## config.mk

```make
export PLATFORM = sky130hd
export DESIGN_NAME = regfile_wb_arbiter
export DESIGN_NICKNAME = d
export VERILOG_FILES = /design/src/rtl/regfile_wb_arbiter.sv
export SDC_FILE = /design/constraint.sdc
export NUM_CORES = 1
export LEC_CHECK = 0
export CORE_ASPECT_RATIO = 1.1
export CORE_MARGIN = 2
export CORE_UTILIZATION = 51
export CTS_CLUSTER_SIZE = 20
export DETAILED_ROUTE_END_ITERATION = 6
export PLACE_DENSITY = 0.86
export SYNTH_ARGS = -nofsm -noshare
export SYNTH_HDL_FRONTEND = slang
export SYNTH_SLANG_ARGS = --single-unit
```

## constraint.sdc

```tcl
create_clock -name clk -period 5.6 [get_ports clk]
set_input_delay 0.56 -clock clk [delete_from_list [all_inputs] [get_ports clk]]
set_output_delay 0.56 -clock clk [all_outputs]
set_load 0.02 [all_outputs]
```

## src/rtl/regfile_wb_arbiter.sv

```systemverilog
// regfile_wb_arbiter: two-requester writeback arbiter for a 32x32 register file.
// Each requester (0 = ALU, 1 = LSU) owns a one-entry holding buffer. Both buffers full
// with different addresses alternate round-robin; with the same address the older entry
// is written first. Handshakes to register 0 are accepted and dropped.
// Optional build macro WB_BYPASS_EN adds two read-bypass ports that search the buffers.
module regfile_wb_arbiter #(
    parameter int ADSize = 5,
    parameter int DASize = 32
) (
    input  logic              clk,
    input  logic              rst,
    input  logic              enable,
    input  logic              req0_valid,
    output logic              req0_ready,
    input  logic [ADSize-1:0] req0_addr,
    input  logic [DASize-1:0] req0_data,
    input  logic              req1_valid,
    output logic              req1_ready,
    input  logic [ADSize-1:0] req1_addr,
    input  logic [DASize-1:0] req1_data,
    output logic              rf_write,
    output logic [ADSize-1:0] rf_waddr,
    output logic [DASize-1:0] rf_din,
    output logic              grant_id
`ifdef WB_BYPASS_EN
    ,
    input  logic [ADSize-1:0] byp_addr1,
    input  logic [ADSize-1:0] byp_addr2,
    output logic              byp_hit1,
    output logic              byp_hit2,
    output logic [DASize-1:0] byp_data1,
    output logic [DASize-1:0] byp_data2
`endif
);

    logic              full0, full1;
    logic [ADSize-1:0] addr0, addr1;
    logic [DASize-1:0] data0, data1;
    logic              last_grant;  // requester granted most recently
    logic              age;         // 0: buffer 0 holds the older entry, 1: buffer 1 does

    logic grant_valid, grant_sel, grant0, grant1;
    logic hs0, hs1, load0, load1;

    // Grant selection: age decides same-address conflicts, round-robin otherwise.
    always_comb begin
        grant_valid = 1'b0;
        grant_sel   = 1'b0;
        if (!rst && enable) begin
            if (full0 && full1) begin
                grant_valid = 1'b1;
                grant_sel   = (addr0 == addr1) ? age : ~last_grant;
            end else if (full0) begin
                grant_valid = 1'b1;
                grant_sel   = 1'b0;
            end else if (full1) begin
                grant_valid = 1'b1;
                grant_sel   = 1'b1;
            end
        end
    end

    assign grant0 = grant_valid && !grant_sel;
    assign grant1 = grant_valid && grant_sel;

    // Ready is forced high during reset since the held entries are about to be discarded.
    assign req0_ready = rst || !full0 || grant0;
    assign req1_ready = rst || !full1 || grant1;

    assign hs0   = req0_valid && req0_ready;
    assign hs1   = req1_valid && req1_ready;
    assign load0 = hs0 && (req0_addr != '0);
    assign load1 = hs1 && (req1_addr != '0);

    // Register-file write port driven straight from the granted buffer.
    always_comb begin
        rf_write = grant_valid;
        grant_id = grant1;
        rf_waddr = '0;
        rf_din   = '0;
        if (grant0) begin
            rf_waddr = addr0;
            rf_din   = data0;
        end else if (grant1) begin
            rf_waddr = addr1;
            rf_din   = data1;
        end
    end

    // Buffer load/clear, round-robin pointer and age tracking.
    always_ff @(posedge clk) begin
        if (rst) begin
            full0      <= 1'b0;
            full1      <= 1'b0;
            addr0      <= '0;
            addr1      <= '0;
            data0      <= '0;
            data1      <= '0;
            last_grant <= 1'b1;
            age        <= 1'b0;
        end else begin
            // A reload at the grant edge wins over the clear; address 0 leaves the buffer empty.
            if (hs0) begin
                full0 <= load0;
                if (load0) begin
                    addr0 <= req0_addr;
                    data0 <= req0_data;
                end
            end else if (grant0) begin
                full0 <= 1'b0;
            end
            if (hs1) begin
                full1 <= load1;
                if (load1) begin
                    addr1 <= req1_addr;
                    data1 <= req1_data;
                end
            end else if (grant1) begin
                full1 <= 1'b0;
            end
            if (grant_valid) begin
                last_grant <= grant1;
            end
            // Whichever buffer did not just load is the older one; a tie favours requester 0.
            if (load0 && load1) begin
                age <= 1'b0;
            end else if (load0) begin
                age <= 1'b1;
            end else if (load1) begin
                age <= 1'b0;
            end
        end
    end

`ifdef WB_BYPASS_EN
    // {hit, data} for one bypass lookup; the younger entry wins when both buffers match.
    function automatic logic [DASize:0] lookup(input logic [ADSize-1:0] a);
        logic m0, m1;
        m0 = full0 && (addr0 == a) && (a != '0);
        m1 = full1 && (addr1 == a) && (a != '0);
        if (m0 && m1) begin
            lookup = {1'b1, age ? data0 : data1};
        end else if (m0) begin
            lookup = {1'b1, data0};
        end else if (m1) begin
            lookup = {1'b1, data1};
        end else begin
            lookup = '0;
        end
    endfunction

    // Bypass search over the holding buffers for both read ports.
    always_comb begin
        {byp_hit1, byp_data1} = lookup(byp_addr1);
        {byp_hit2, byp_data2} = lookup(byp_addr2);
    end
`endif

endmodule

```

Word level (Yosys, flattened, before mapping)
Index checks and enable logic that the tools add are counted.
{"block": "totals", "ff_bits": 78, "in_bits": 79, "output_inout_bits": 41, "elab_cells": 53}
{"block": "classes", "n_eq_ne": 1, "muxes": 18, "n_bitwise": 1, "n_reduce_logical": 25}
{"operator": "32-bit 2-to-1 mux", "count": 2}
{"operator": "1-bit 2-to-1 mux", "count": 14}
{"operator": "5-bit 2-to-1 mux", "count": 2}
{"operator": "5-bit nonzero test", "count": 2}
{"operator": "1-bit logical AND", "count": 9}
{"operator": "2-bit nonzero test", "count": 3}
{"operator": "5-bit == test", "count": 1}
{"operator": "1-bit logical NOT", "count": 4}
{"operator": "1-bit logical OR", "count": 4}
{"operator": "2-bit AND reduction", "count": 2}
{"operator": "2-bit OR reduction", "count": 1}
{"operator": "1-bit NOT", "count": 1}

Logic depth before layout (Yosys ltp)
Gate-level depths: netlist (run 1).
{"block": "depth", "depth_word": 11, "depth_mapped": 7, "mapped_depth_nobuf": 5}

Worst setup path after synthesis (run 1)
OpenSTA, ideal clock, no wires.
{"block": "synth_path", "path_type": "register -> output", "startpoint": "register addr0[0]", "endpoint": "output port rf_din[0]", "t_arrival_ns": 2.043, "required_time_ns": 5.040, "path_slack_ns": 2.997, "path_stages_with_launch": 8, "n_path_buf": 2, "cell_sequence": "dfxtp_1 > xnor2_1 > nand4_1 > o211a_1 > or4b_1 > buf_2 > buf_6 > mux2i_1"}
{"block": "synth_between", "elab_chain_cells": 7, "word_cells_on_any_way": 9, "cone_classes": "eq/ne (1); mux (5); reduce/logical (3)"}
{"element": "from (decl)", "line": "37", "source": "logic [ADSize-1:0] addr0, addr1;"}
{"element": "from (signal assigned)", "line": "106", "source": "addr0 <= req0_addr;"}
{"element": "5-bit == test (*)", "line": "52", "source": "grant_sel = (addr0 == addr1) ? age : ~last_grant;"}
{"element": "1-bit 2-to-1 mux (*)", "line": "52"}
{"element": "1-bit 2-to-1 mux (*)", "line": "50", "source": "if (full0 && full1) begin"}
{"element": "1-bit 2-to-1 mux (*)", "line": "49", "source": "if (!rst && enable) begin"}
{"element": "1-bit logical AND / 1-bit logical NOT (equally long branches)", "line": "64, 63"}
{"element": "32-bit 2-to-1 mux / 1-bit logical AND (equally long branches)", "line": "84, 63"}
{"element": "32-bit 2-to-1 mux (*)", "line": "81", "source": "if (grant0) begin"}
{"element": "to (decl)", "line": "23", "source": "output logic [DASize-1:0] rf_din,"}
Mark *: on every way between the ends. The rest lies on a longest branch, timed or not.

Worst setup path in the final report (run 1)
{"block": "layout_path", "startpoint": "input port rst", "endpoint": "output port req0_ready"}
{"block": "layout_between", "elab_chain_cells": 6, "word_cells_on_any_way": 8, "cone_classes": "mux (2); reduce/logical (6)"}
{"element": "from (decl)", "line": "11", "source": "input logic rst,"}
{"element": "1-bit logical NOT", "line": "49"}
{"element": "1-bit logical AND", "line": "49"}
{"element": "1-bit 2-to-1 mux", "line": "49"}
{"element": "1-bit logical NOT", "line": "63", "source": "assign grant0 = grant_valid && !grant_sel;"}
{"element": "1-bit logical AND", "line": "63"}
{"element": "1-bit logical OR (*)", "line": "67", "source": "assign req0_ready = rst || !full0 || grant0;"}
{"element": "to (decl)", "line": "14", "source": "output logic req0_ready,"}
Marked as above.

==> flow_metrics.py, run 1 <==
metrics = {
    "outcome": {
        "status": "complete, no violations",
    },
    "clock_tree": {
        "htreeDepth": 3,
        "cts_buffer_depth": 2,
        "clk_pin_slew_ns": 0.07,
        "cts_tree": "built",
        "insertion_delay_ns": 0.33,
        "cts_setup_buffers": 0,
        "cts_root_buf": "clkbuf_8",
        "cts_made_buffers": 9,
        "cts_sinks": 78,
        "cts_resized": 0,
        "holdBufCountCts": 0,
    },
    "routing": {
        "ant_nets": 0,
        "drt_wl_total_mm": 9.20,
        "firstDrtPassIters": 4,
        "viasPerCell": 4.93,
        "drt_iter0_markers": 155,
        "vias": 3428,
        "routedWlPerCell_um": 13.2,
        "drc": 0,
    },
    "synthesis": {
        "synthSimpleGateAreaFrac": 0.189,
        "muxShareOfSynthArea": 0.264,
        "synth_nets": 564,
        "yosys_warnings": 0,
        "yosysTopAreaCellShare": 0.396,
        "synth_cell_type_count": 33,
        "synth-adder-area-share": 0,
        "synth-seq-cells": 78,
        "netlist_instances": 485,
        "synth_compound_area_frac": 0.0486,
        "synth.avg_cell_area_um2": 8.13,
        "ys_seq_area_frac": 0.396,
        "synth_top_family_by_area": "multiplexers",
        "synth_xor_area_frac": 0.0111,
        "synthTopCellsByArea": "dfxtp_1 40%, mux2i_1 26%, nand2_1 17%, inv_1 4.9%, clkbuf_1 1.9%",
        "netlist_area_um2": 3940,
        "yosysTopAreaCell": "dfxtp_1",
    },
    "worst_setup_path": {
        "reg2reg_depth": 6,
        "critPathKind": "input port to output port",
        "arrival_ns": 3.89,
        "cp_max_fo": 29,
        "r2r_end": "full0",
        "timing.critical_path.from": "rst",
        "reg2reg_slack_ns": 2.91,
        "critPathLaunchType": "input port",
        "crit-reg2reg-launch": "addr1[2]",
        "endpoint_kind": "output port",
        "cp.required_ns": 5.04,
        "endpoint": "req0_ready",
    },
    "die": {
        "die_h_um": 96.2,
        "initial_utilization": 0.527,
        "rows": 33,
        "io_pins": 120,
        "fp.dieW_um": 87.8,
        "core_area_um2": 7470,
        "die_area_um2": 8450,
    },
    "grt": {
        "grt_max_degree": 117,
        "grt_first_pass_wirelength_mm": 15.2,
        "antenna_found_initial": 0,
        "gr-total-overflow": 0,
        "grt_usage": 0.227,
        "grt_pass1_vias": 3445,
    },
    "final_layout": {
        "syn_to_final_growth_pct": 35.1,
        "final_cells": 695,
        "drive_gt1_frac": 0.0424,
        "final_nets": 666,
        "diodes": 0,
    },
    "place": {
        "io_buffers": 119,
        "dp_cells": 681,
        "routabilityCongestion": 0.818,
        "dp_hpwl_mm": 6.51,
    },
    "timing": {
        "period_needed_ns": 4.45,
        "rsz0062_at_grt": "false",
        "drv_slew": 0,
        "finalHoldViolCount": 0,
        "max_clock_freq_ghz": 0.225,
        "setup_viol": 0,
        "slew_headroom": 0.281,
        "period_share": 0.795,
        "finalSetupTns_ns": 0,
        "clock_skew_ns": 0.00942,
        "tightestPinTransition_ns": 1.08,
    },
    "power": {
        "p_leak_nw": 2.40,
        "power.density_nw_per_um2": 237,
        "ir_drop_uv": 145,
    },
    "flow_run": {
        "max_cap_viol_count": 0,
    },
    "min_path": {
        "min_path_type": "flop to flop",
    },
}
-- area by class of cell --
cell class / count / area, um2
timing repair buffer: 123 / 1220
sequential: 78 / 1560
multi-input combinational: 324 / 2040
clock buffer: 9 / 124
inverter: 51 / 193
tap: 105 / 131
clock inverter: 5 / 52.6
fill: 582 / 2150
-- synthesized netlist by cell type --
cell type,n
a211o_1,2
a21o_1,1
a21oi_1,2
a31oi_1,2
and2_1,1
and4_1,1
buf_2,5
buf_4,3
buf_6,4
clkbuf_1,20
dfxtp_1,78
inv_1,51
mux2i_1,104
nand2_1,175
nand2b_1,1
nand4_1,1
nor2_1,5
nor3_1,2
o2111ai_1,1
o211a_1,1
o211ai_1,1
o21ai_0,3
o21ai_1,1
o21ba_2,1
o31a_1,1
o31ai_1,1
o32a_1,1
o32ai_1,7
or2_2,1
or4_1,2
or4b_1,1
xnor2_1,4
xor2_1,1
-- logic make-up after synthesis --
family                    after synthesis
AOI/OAI and AO/OA                      25
xor gates and xnor gates                5
buffers and inverters                  83
DFF                                    78
muxes                                 104
and+or+nand+nor                       190
-- report_power, final --
part	internal (mW)	switching, mW
clock	0.199	0.191
sequential	0.599	0.0252
combinational	0.128	0.118
total	0.925	0.334
-- through the flow --
step	hold WS [ns]	power [mW]	setup slack [ns]	utilization	instance area (um2)
floorplan	0.435	0.781	3.00	-	3940
global placement	0.442	0.874	1.20	0.689	5150
detailed placement	0.449	0.882	1.17	0.689	5150
CTS	0.459	1.27	1.15	0.712	5320
global route	0.478	1.32	0.992	0.712	5320
finish	0.457	1.26	1.15	0.712	5320
-- per-layer routing --
layer,GRT usage,up-vias,wire (um)
li1,-,1759,-
met1,0.274,1539,4000
met2,0.392,107,4530
met3,0.0369,23,462
met4,0.110,0,203
met5,0,-,0
-- worst min path at each step --
stage | depth (start not counted) | from | to | slack (ns)
final | 2 | data1[16] | data1[16] | 0.46
after global routing | 2 | data1[22] | data1[22] | 0.48
after CTS | 2 | data1[16] | data1[16] | 0.46
after detailed placement | 2 | data1[31] | data1[31] | 0.45
after global placement | 2 | data0[0] | data0[0] | 0.44
after floorplan | 2 | data1[0] | data1[0] | 0.43
-- critical path: stages --
cell and delay, ns:
clkdlybuf4s50_1 0.65, clkinv_2 0.34, nand2_1 0.17, or4b_2 0.89
buf_4 0.38, a211o_1 0.34, clkdlybuf4s50_1 0.53
-- registers in the layout, indices dropped and copies added (netlist names) --
name,count
addr1,5
age,1
addr0,5
full0,1
full1,1
data1,32
last_grant,1
data0,32
-- cells in the final DEF (no fill, tap or decap), types with 2 or more instances in the layout --
cell type / netlist / final
inv_1: 51 / 50
or4_1: 2 / 2
clkinv_2: 0 / 4
nor3_1: 2 / 2
a211o_1: 2 / 2
mux2i_1: 104 / 104
clkdlybuf4s50_1: 0 / 119
nor2_1: 5 / 4
o21ai_0: 3 / 3
o32ai_1: 7 / 7
dfxtp_1: 78 / 78
clkbuf_8: 0 / 9
buf_4: 3 / 4
a31oi_1: 2 / 2
a21oi_1: 2 / 2
nand2_1: 175 / 175
xnor2_1: 4 / 4
(Power assumes the default switching activity.)
==> inputs of run 2 (changes only) <==
--- a/config.mk
+++ b/config.mk
@@ -7,10 +7,10 @@
 export LEC_CHECK = 0
 export CORE_ASPECT_RATIO = 1.1
 export CORE_MARGIN = 2
-export CORE_UTILIZATION = 51
+export CORE_UTILIZATION = 47
 export CTS_CLUSTER_SIZE = 20
 export DETAILED_ROUTE_END_ITERATION = 6
-export PLACE_DENSITY = 0.86
+export PLACE_DENSITY = 0.8
 export SYNTH_ARGS = -nofsm -noshare
 export SYNTH_HDL_FRONTEND = slang
 export SYNTH_SLANG_ARGS = --single-unit
==> constraint.sdc (replaced) <==
create_clock -name clk -period 4.25 [get_ports clk]
set_input_delay 0.425 -clock clk [delete_from_list [all_inputs] [get_ports clk]]
set_output_delay 0.425 -clock clk [all_outputs]
set_load 0.02 [all_outputs]
==> run 2 against run 1 <==
Net effect:
- global-route usage fell by 1.1 points
- via count rose by 1.5%
- sequential power rose by 32%
- sequential share of layout area fell by 0.27 points
- combinational power rose by 35%
- total power rose by 30%
- die area rose by 8.1%
- worst hold slack barely moved
- clock skew fell by 0.00095 ns
- critical path type is now flop to output port
==> flow_metrics.py, run 2 (same netlist as run 1, synthesis figures left out) <==
metrics = {
    "die": {
        "die_h_um": 100,
        "die_area_um2": 9130,
        "io_pins": 120,
        "core_area_um2": 8280,
        "initial_utilization": 0.476,
        "rows": 35,
        "fp.dieW_um": 91.3,
    },
    "final_layout": {
        "fin_util": 0.649,
        "final_cell_mix": "175 x nand2_1, 119 x clkdlybuf4s50_1, 104 x mux2i_1",
        "syn_to_final_growth_pct": 36.3,
        "num-fill-cells": 711,
        "regArea_um2": 1560,
        "largestRegisters": "data0: 32 flops, data1: 32 flops",
        "multi_input_comb_area_um2": 2040,
        "final_nets": 670,
        "drive_gt1_frac": 0.0503,
        "diodes": 0,
        "final_common_cell": "nand2_1",
    },
    "worst_setup_path": {
        "cp_slowest_cell": "or4b_2",
        "arrival_ns": 3.60,
        "cp.required_ns": 3.83,
        "cp_max_fo": 30,
        "critPathLaunchType": "flop",
        "critPathKind": "flop to output port",
        "endpoint_kind": "output port",
        "crit_chain": "xnor2_1 -> nand4_1 -> o211a_1 -> or4b_2 -> buf_12 -> mux2i_1 -> clkdlybuf4s50_1",
        "max_stage_delay_ns": 0.95,
    },
    "timing": {
        "max_clock_freq_ghz": 0.249,
        "finalHoldViolCount": 0,
        "finalSetupTns_ns": 0,
        "tightestPinTransition_ns": 0.868,
        "slew_headroom": 0.422,
        "drv_slew": 0,
        "period_needed_ns": 4.02,
        "setup_viol": 0,
        "rsz0062_at_grt": "false",
        "clock_skew_ns": 0.00847,
        "period_share": 0.947,
    },
    "clock_tree": {
        "cts_tree": "built",
        "clk_pin_slew_ns": 0.08,
        "cts_made_buffers": 9,
        "cts_buffer_depth": 2,
        "holdBufCountCts": 0,
        "cts_setup_buffers": 0,
        "cts_root_buf": "clkbuf_8",
        "cts_sinks": 78,
        "htreeDepth": 3,
        "cts_resized": 0,
        "insertion_delay_ns": 0.34,
    },
    "flow_run": {
        "max_cap_viol_count": 0,
    },
    "power": {
        "internal_power_mw": 1.17,
        "ir_drop_uv": 201,
        "pwr-share-comb": 0.204,
        "switchingPower_mw": 0.461,
        "swShare": 0.282,
        "power_frac_seq": 0.503,
        "p_leak_nw": 2.42,
        "power.density_nw_per_um2": 304,
        "pwr-share-clk": 0.293,
    },
    "grt": {
        "grt_pass1_vias": 3511,
        "grt_usage": 0.216,
        "antenna_found_initial": 0,
        "grt_max_degree": 95,
        "grt_first_pass_wirelength_mm": 16.0,
        "gr-total-overflow": 0,
    },
    "routing": {
        "vias": 3481,
        "firstDrtPassIters": 4,
        "drt_iter0_markers": 132,
        "viasPerCell": 4.92,
        "drc": 0,
        "routedWlPerCell_um": 13.6,
        "ant_nets": 0,
        "drt_wl_total_mm": 9.64,
    },
    "place": {
        "io_buffers": 119,
        "dp_hpwl_mm": 6.79,
        "routabilityCongestion": 0.839,
    },
    "min_path": {
        "min_path_type": "flop to flop",
    },
    "outcome": {
        "status": "complete, no violations",
    },
}
[run 2: changes by cell type in the layout (fill, tap and decap cells not counted)]
cell | previous run | this run
buf_4 | 4 | 6
clkinv_2 | 4 | 3
clkinv_4 | 0 | 1
bufinv_16 | 1 | 0
clkinvlp_4 | 1 | 2
buf_12 | 0 | 2
nor2_2 | 0 | 1
nor2_4 | 1 | 0
clkbuf_1 | 0 | 1
inv_4 | 0 | 1
[run 2: power groups by stage]
stage	Sequential, mW	Clock, mW	Combinational, mW
6_report	0.821	0.478	0.333
5_1_grt	0.829	0.520	0.365
4_1_cts	0.821	0.492	0.337
3_5_place_dp	0.838	0	0.335
3_3_place_gp	0.834	0	0.326
2_1_floorplan	0.830	0	0.200
[run 2: layout make-up]
cell class / instances / share of cell area
Clock buffer: 10 / 0.0238
Clock inverter: 6 / 0.00722
Sequential cell: 78 / 0.291
Multi-Input combinational cell: 324 / 0.379
Tap cell: 111 / 0.0258
Timing Repair Buffer: 127 / 0.238
Inverter: 51 / 0.0361
[run 2: worst paths after layout]
| kind | slack [ns] | cells after the start | startpoint | to |
|---|---|---|---|---|
| setup / recovery | 0.23 | 7 | addr1[4] | rf_din[9] |
| hold / removal | 0.46 | 2 | data1[14] | data1[14] |
| setup reg to reg | 1.65 | 6 | addr1[4] | full0 |
| hold reg to reg | 0.46 | 2 | data1[14] | data1[14] |
[run 2: stage by stage]
step	hold WS [ns]	instances	instance area (um2)	setup WS, ns	power, mW
6_report	0.457	707	5370	0.226	1.63
5_1_grt	0.473	707	5370	0.0458	1.71
4_1_cts	0.459	707	5370	0.244	1.65
3_5_place_dp	0.447	691	5210	0.648	1.17
3_3_place_gp	0.442	691	5210	0.691	1.16
2_1_floorplan	0.435	485	3940	1.78	1.03
[run 2: worst max-delay path, delay by kind of cell, from the launching register on]
kind / cells / cell delay (ns)
AND/OR/NAND/NOR: 2 / 1.12
buffers and inverters: 2 / 0.94
flip-flops: 1 / 0.34
AO/OA/AOI/OAI: 1 / 0.32
XOR/XNOR: 1 / 0.26
multiplexers: 1 / 0.25
[run 2: metal layers]
metal  up-vias  global-route usage  share of wire
met5         -                   0              0
met4         0               0.104          0.021
met3        15              0.0285          0.039
met2        82               0.393           0.52
met1      1619               0.251           0.42
li1       1765                   -              -
==> inputs of run 3 (changes only) <==
--- a/config.mk
+++ b/config.mk
@@ -7,10 +7,10 @@
 export LEC_CHECK = 0
 export CORE_ASPECT_RATIO = 1.1
 export CORE_MARGIN = 2
-export CORE_UTILIZATION = 47
+export CORE_UTILIZATION = 45
 export CTS_CLUSTER_SIZE = 20
 export DETAILED_ROUTE_END_ITERATION = 6
-export PLACE_DENSITY = 0.8
+export PLACE_DENSITY = 0.77
 export SYNTH_ARGS = -nofsm -noshare
 export SYNTH_HDL_FRONTEND = slang
 export SYNTH_SLANG_ARGS = --single-unit
==> run 3 against run 2 <==
Net effect:
- worst setup slack better by 0.097 ns
- clock skew is 0.0022 ns lower
- utilization is 0.63 points lower
- flip-flop and latch count stayed put
- critical path depth stayed put
- non-clock buffer count stayed put
- first-iteration DRC count is 21% higher
- cell count stayed put
- via count is 0.95% lower
- global-route usage is 1.1 points lower
- sequential share of layout area is 0.32 points lower
- largest power group unchanged
- highest routed layer unchanged
==> flow_metrics.py, run 3 (same netlist as run 1, synthesis figures left out) <==
metrics = {
    "outcome": {
        "status": "complete, no violations",
    },
    "timing": {
        "rsz0062_at_grt": "false",
        "finalSetupTns_ns": 0,
        "finalHoldViolCount": 0,
        "setup_viol": 0,
        "clock_skew_ns": 0.00624,
        "tightestPinTransition_ns": 1.10,
        "drv_slew": 0,
        "period_share": 0.924,
        "slew_headroom": 0.269,
        "period_needed_ns": 3.93,
        "max_clock_freq_ghz": 0.255,
    },
    "final_layout": {
        "final_nets": 670,
        "fin_util": 0.643,
        "final_common_cell": "nand2_1",
        "syn_to_final_growth_pct": 37.8,
        "largestRegisters": "data0: 32 flops, data1: 32 flops",
        "fin_area_um2": 5430,
        "final_cell_mix": "175 x nand2_1, 119 x clkdlybuf4s50_1, 104 x mux2i_1",
        "drive_gt1_frac": 0.0503,
        "diodes": 0,
    },
    "clock_tree": {
        "insertion_delay_ns": 0.34,
        "cts_setup_buffers": 0,
        "cts_buffer_depth": 2,
        "cts_tree": "built",
        "clk_pin_slew_ns": 0.07,
        "holdBufCountCts": 0,
        "cts_sinks": 78,
        "cts_root_buf": "clkbuf_8",
        "cts_made_buffers": 9,
        "htreeDepth": 3,
        "cts_resized": 0,
    },
    "routing": {
        "ant_nets": 0,
        "firstDrtPassIters": 4,
        "viasPerCell": 4.88,
        "drc": 0,
        "routedWlPerCell_um": 13.5,
        "drt_iter0_markers": 160,
        "vias": 3448,
        "drt_wl_total_mm": 9.53,
    },
    "flow_run": {
        "max_cap_viol_count": 0,
    },
    "grt": {
        "antenna_found_initial": 0,
        "grt_usage": 0.205,
        "grt_max_degree": 116,
        "grt_pass1_vias": 3325,
        "grt_first_pass_wirelength_mm": 15.5,
        "gr-total-overflow": 0,
    },
    "die": {
        "rows": 35,
        "core_area_um2": 8450,
        "die_h_um": 102,
        "die_area_um2": 9520,
        "fp.dieW_um": 93.2,
        "io_pins": 120,
        "initial_utilization": 0.466,
    },
    "place": {
        "io_buffers": 119,
        "placed_cell_area_um2": 5200,
        "routabilityCongestion": 0.908,
        "dp_hpwl_mm": 6.86,
    },
    "power": {
        "power_mw": 1.79,
        "p_leak_nw": 2.45,
        "ir_drop_uv": 181,
        "power.density_nw_per_um2": 330,
    },
    "worst_setup_path": {
        "critPathKind": "flop to output port",
        "endpoint_kind": "output port",
        "reg2reg_slack_ns": 1.69,
        "arrival_ns": 3.50,
        "cp_max_fo": 18,
        "critPathLaunchType": "flop",
        "cp.required_ns": 3.83,
    },
    "min_path": {
        "min_path_type": "flop to flop",
    },
}
==> run 3: metrics by stage <==
step / instances / hold WS (ns) / setup WS (ns)
floorplan: 485 / 0.435 / 1.78
global placement: 691 / 0.442 / 0.701
detailed placement: 691 / 0.446 / 0.652
CTS: 707 / 0.462 / 0.276
global route: 707 / 0.473 / 0.115
finish: 707 / 0.459 / 0.324
==> run 3: path summary, 6_finish.rpt <==
check / depth (start not counted) / from / end
setup reg to reg: 6 / addr0[3] / data1[9]
hold / removal: 2 / data0[29] / data0[29]
setup / recovery: 7 / addr1[4] / rf_din[16]
hold reg to reg: 2 / data0[29] / data0[29]
==> run 3: routing by layer <==
| layer | track usage | part of all wire |
|---|---|---|
| met1 | 0.247 | 0.43 |
| met2 | 0.361 | 0.51 |
| met3 | 0.0376 | 0.046 |
| met4 | 0.0814 | 0.013 |
| met5 | 0 | 0 |
==> run 3: worst max-delay path, cell delays in order, from the launching register on <==
cell	delay, ns
dfxtp_1	0.33
xnor2_1	0.26
nand4_1	0.16
o211a_1	0.31
or4b_2	0.91
buf_4	0.34
mux2i_1	0.22
clkdlybuf4s50_1	0.63
==> run 3: cell type report <==
class                           count  area [um2]
Tap cell                          111         139
Inverter                           51         194
Timing Repair Buffer              127        1260
Multi-Input combinational cell    324        2040
Clock inverter                      3        65.1
Fill cell                         734        3020
Clock buffer                       13         169
Sequential cell                    78        1560
==> run 3: where the power goes <==
part / switching, mW / internal, mW
registers: 0.0328 / 0.789
clock network: 0.262 / 0.379
logic: 0.158 / 0.172
total: 0.453 / 1.34
==> RTL change (flow settings as in run 2) <==
Add a define of `WB_BYPASS_EN`.
--- a/src/rtl/regfile_wb_arbiter.sv
+++ b/src/rtl/regfile_wb_arbiter.sv
@@ -4,4 +4,6 @@
 // is written first. Handshakes to register 0 are accepted and dropped.
 // Optional build macro WB_BYPASS_EN adds two read-bypass ports that search the buffers.
+`define WB_BYPASS_EN
+
 module regfile_wb_arbiter #(
     parameter int ADSize = 5,
Ports: changed (6 added); port bits go from 120 to 196. No check against the original RTL was run, so the function may have changed too.
==> RTL change against run 2 <==
  * Power increased by 7.4%
  * Non-clock buffer count rose by 81
  * Global-route usage grew 6.0 points
  * Worst setup slack improved by 0.19 ns
  * Area after synthesis grew 23%
  * Maximum frequency is 4.9% higher
  * Sequential cell count unchanged
  * Synthesized cell count increased by 25%
  * Hold slack gained 0.036 ns
  * Final area up 31%
  * Sequential power increased by 5.0%
  * Routed wire length rose by 60%
  * Clock skew fell by 0.0021 ns
  * Critical endpoint is now req0_ready
==> RTL change: results (changes against run 2) <==
- Met1 capacity usage during global routing: 0.323 (was 0.251)
- Global-route usage over all layers: 0.276 (was 0.216)
- Router iterations before antenna repair: 5 (was 4)
- Biggest fanout along the worst timing path: 25 (was 30)
- Hold worst-path end: data1[25] (was data1[14])
- Main area contributors after synthesis: dfxtp_1 (32%), mux2i_1 (21%), nand2_1 (14%) (was dfxtp_1 (40%), mux2i_1 (26%), nand2_1 (17%))
- Via count normalized by instance count: 5.49 (was 4.92)
- Routability congestion estimate from global placement: 0.920 (was 0.839)
- Most instantiated cells after synthesis: nand2_1 (175), mux2i_1 (104), dfxtp_1 (78) (unchanged)
- Gate count of the mapped netlist: 604 (was 485)
- Instance count after placement with tap cells included: 883 (was 691)
- Register area share after synthesis: 0.321 (was 0.396)
- Reg-to-Reg Start: addr0[3] (was addr1[4])
- Maximum number of pins on one net before global-route repair: 93 (was 95)
- Per-cell routed wire length: 17.1 µm (was 13.6 µm)
- Layout cell share with drive strength beyond 1: 0.0488 (was 0.0503)
- Worst vdd rail ir drop: 0.150 mV (was 0.201 mV)
- Run status: completed (unchanged)
- Setup slack of the worst register-to-register path: 1.55 ns (was 1.65 ns)
- Leakage Power: 2.99 nW (was 2.42 nW)
- M2 GR Usage: 0.482 (was 0.393)
- Number of global-route vias before repair: 5095 (was 3511)
- Count of input and output buffers: 195 (was 119)
- Cells resized by post-CTS repair: 0 (unchanged)
- Half-perimeter wire length after placement: 11000 µm (was 6790 µm)
- Fin area: 7050 µm² (was 5370 µm²)
- Grt met3 use: 0.0557 (was 0.0285)
- Clock skew: 0.00641 ns (was 0.00847 ns)
- Highest cell delay on the worst timing path: 0.71 ns (was 0.95 ns)
- Hold path startpoint: data1[25] (was data1[14])
- Final Hold Slack: 0.493 ns (was 0.457 ns)
- NumNets Final: 863 (was 670)
- Normalized max-slew margin: 0.426 (was 0.422)
- Worst reg2reg endpoint: data1[27] (was full0)
- Count of routing violations after the opening detailed-route iteration: 253 (was 132)
- Final Routed Wirelength: 15400 µm (was 9640 µm)
## RTL change: cell count changes after synthesis, sizes merged, moves of 4 or more
| cell | delta |
|---|---|
| buf | +7 |
| clkbuf | +10 |
| xnor2 | +14 |
| a22o | +64 |
| nand4 | +4 |
| or4 | +4 |
| xor2 | +6 |
## RTL change: how the worst max path moves through the flow
stage | start | endpoint | slack, ns | cells past startpoint
global route | addr0[1] | req0_ready | 0.25 | 7
detailed placement | byp_addr1[1] | byp_data1[31] | 0.62 | 8
finish | addr0[4] | req0_ready | 0.41 | 7
CTS | addr0[4] | req0_ready | 0.40 | 7
global placement | byp_addr2[2] | byp_data2[31] | 0.71 | 8
floorplan | addr0[1] | rf_din[0] | 1.68 | 8
## RTL change: cells by family (layout without fill, tap and decap cells)
kind of cell	after synthesis	count (layout)	share of synthesized area
buf+inv	100	275	0.0883
xor+xnor	25	25	0.0451
simple gates	204	204	0.171
mux	104	104	0.214
flops	78	78	0.321
compound gates	93	93	0.160
## RTL change: worst min-delay path: stages (launching register included)
cell,delay [ns]
dfxtp_1,0.34
nand2_1,0.06
mux2i_1,0.05
## RTL change: cell type report
| class | count | area share |
|---|---|---|
| Tap cell | 120 | 0.0213 |
| Inverter | 51 | 0.0275 |
| Clock inverter | 6 | 0.00532 |
| Multi-Input combinational cell | 426 | 0.413 |
| Timing Repair Buffer | 208 | 0.292 |
| Sequential cell | 78 | 0.221 |
| Clock buffer | 10 | 0.0195 |
## RTL change: report_power, final
part	switching [mW]	internal, mW	total (mW)
clock	0.273	0.225	0.497
combinational	0.188	0.205	0.393
sequential	0.0727	0.789	0.862
## RTL change: per-layer routing
layer,share of wire,wire length [µm]
met1,0.40,6100
met2,0.51,7810
met3,0.070,1080
met4,0.027,412
met5,0,0
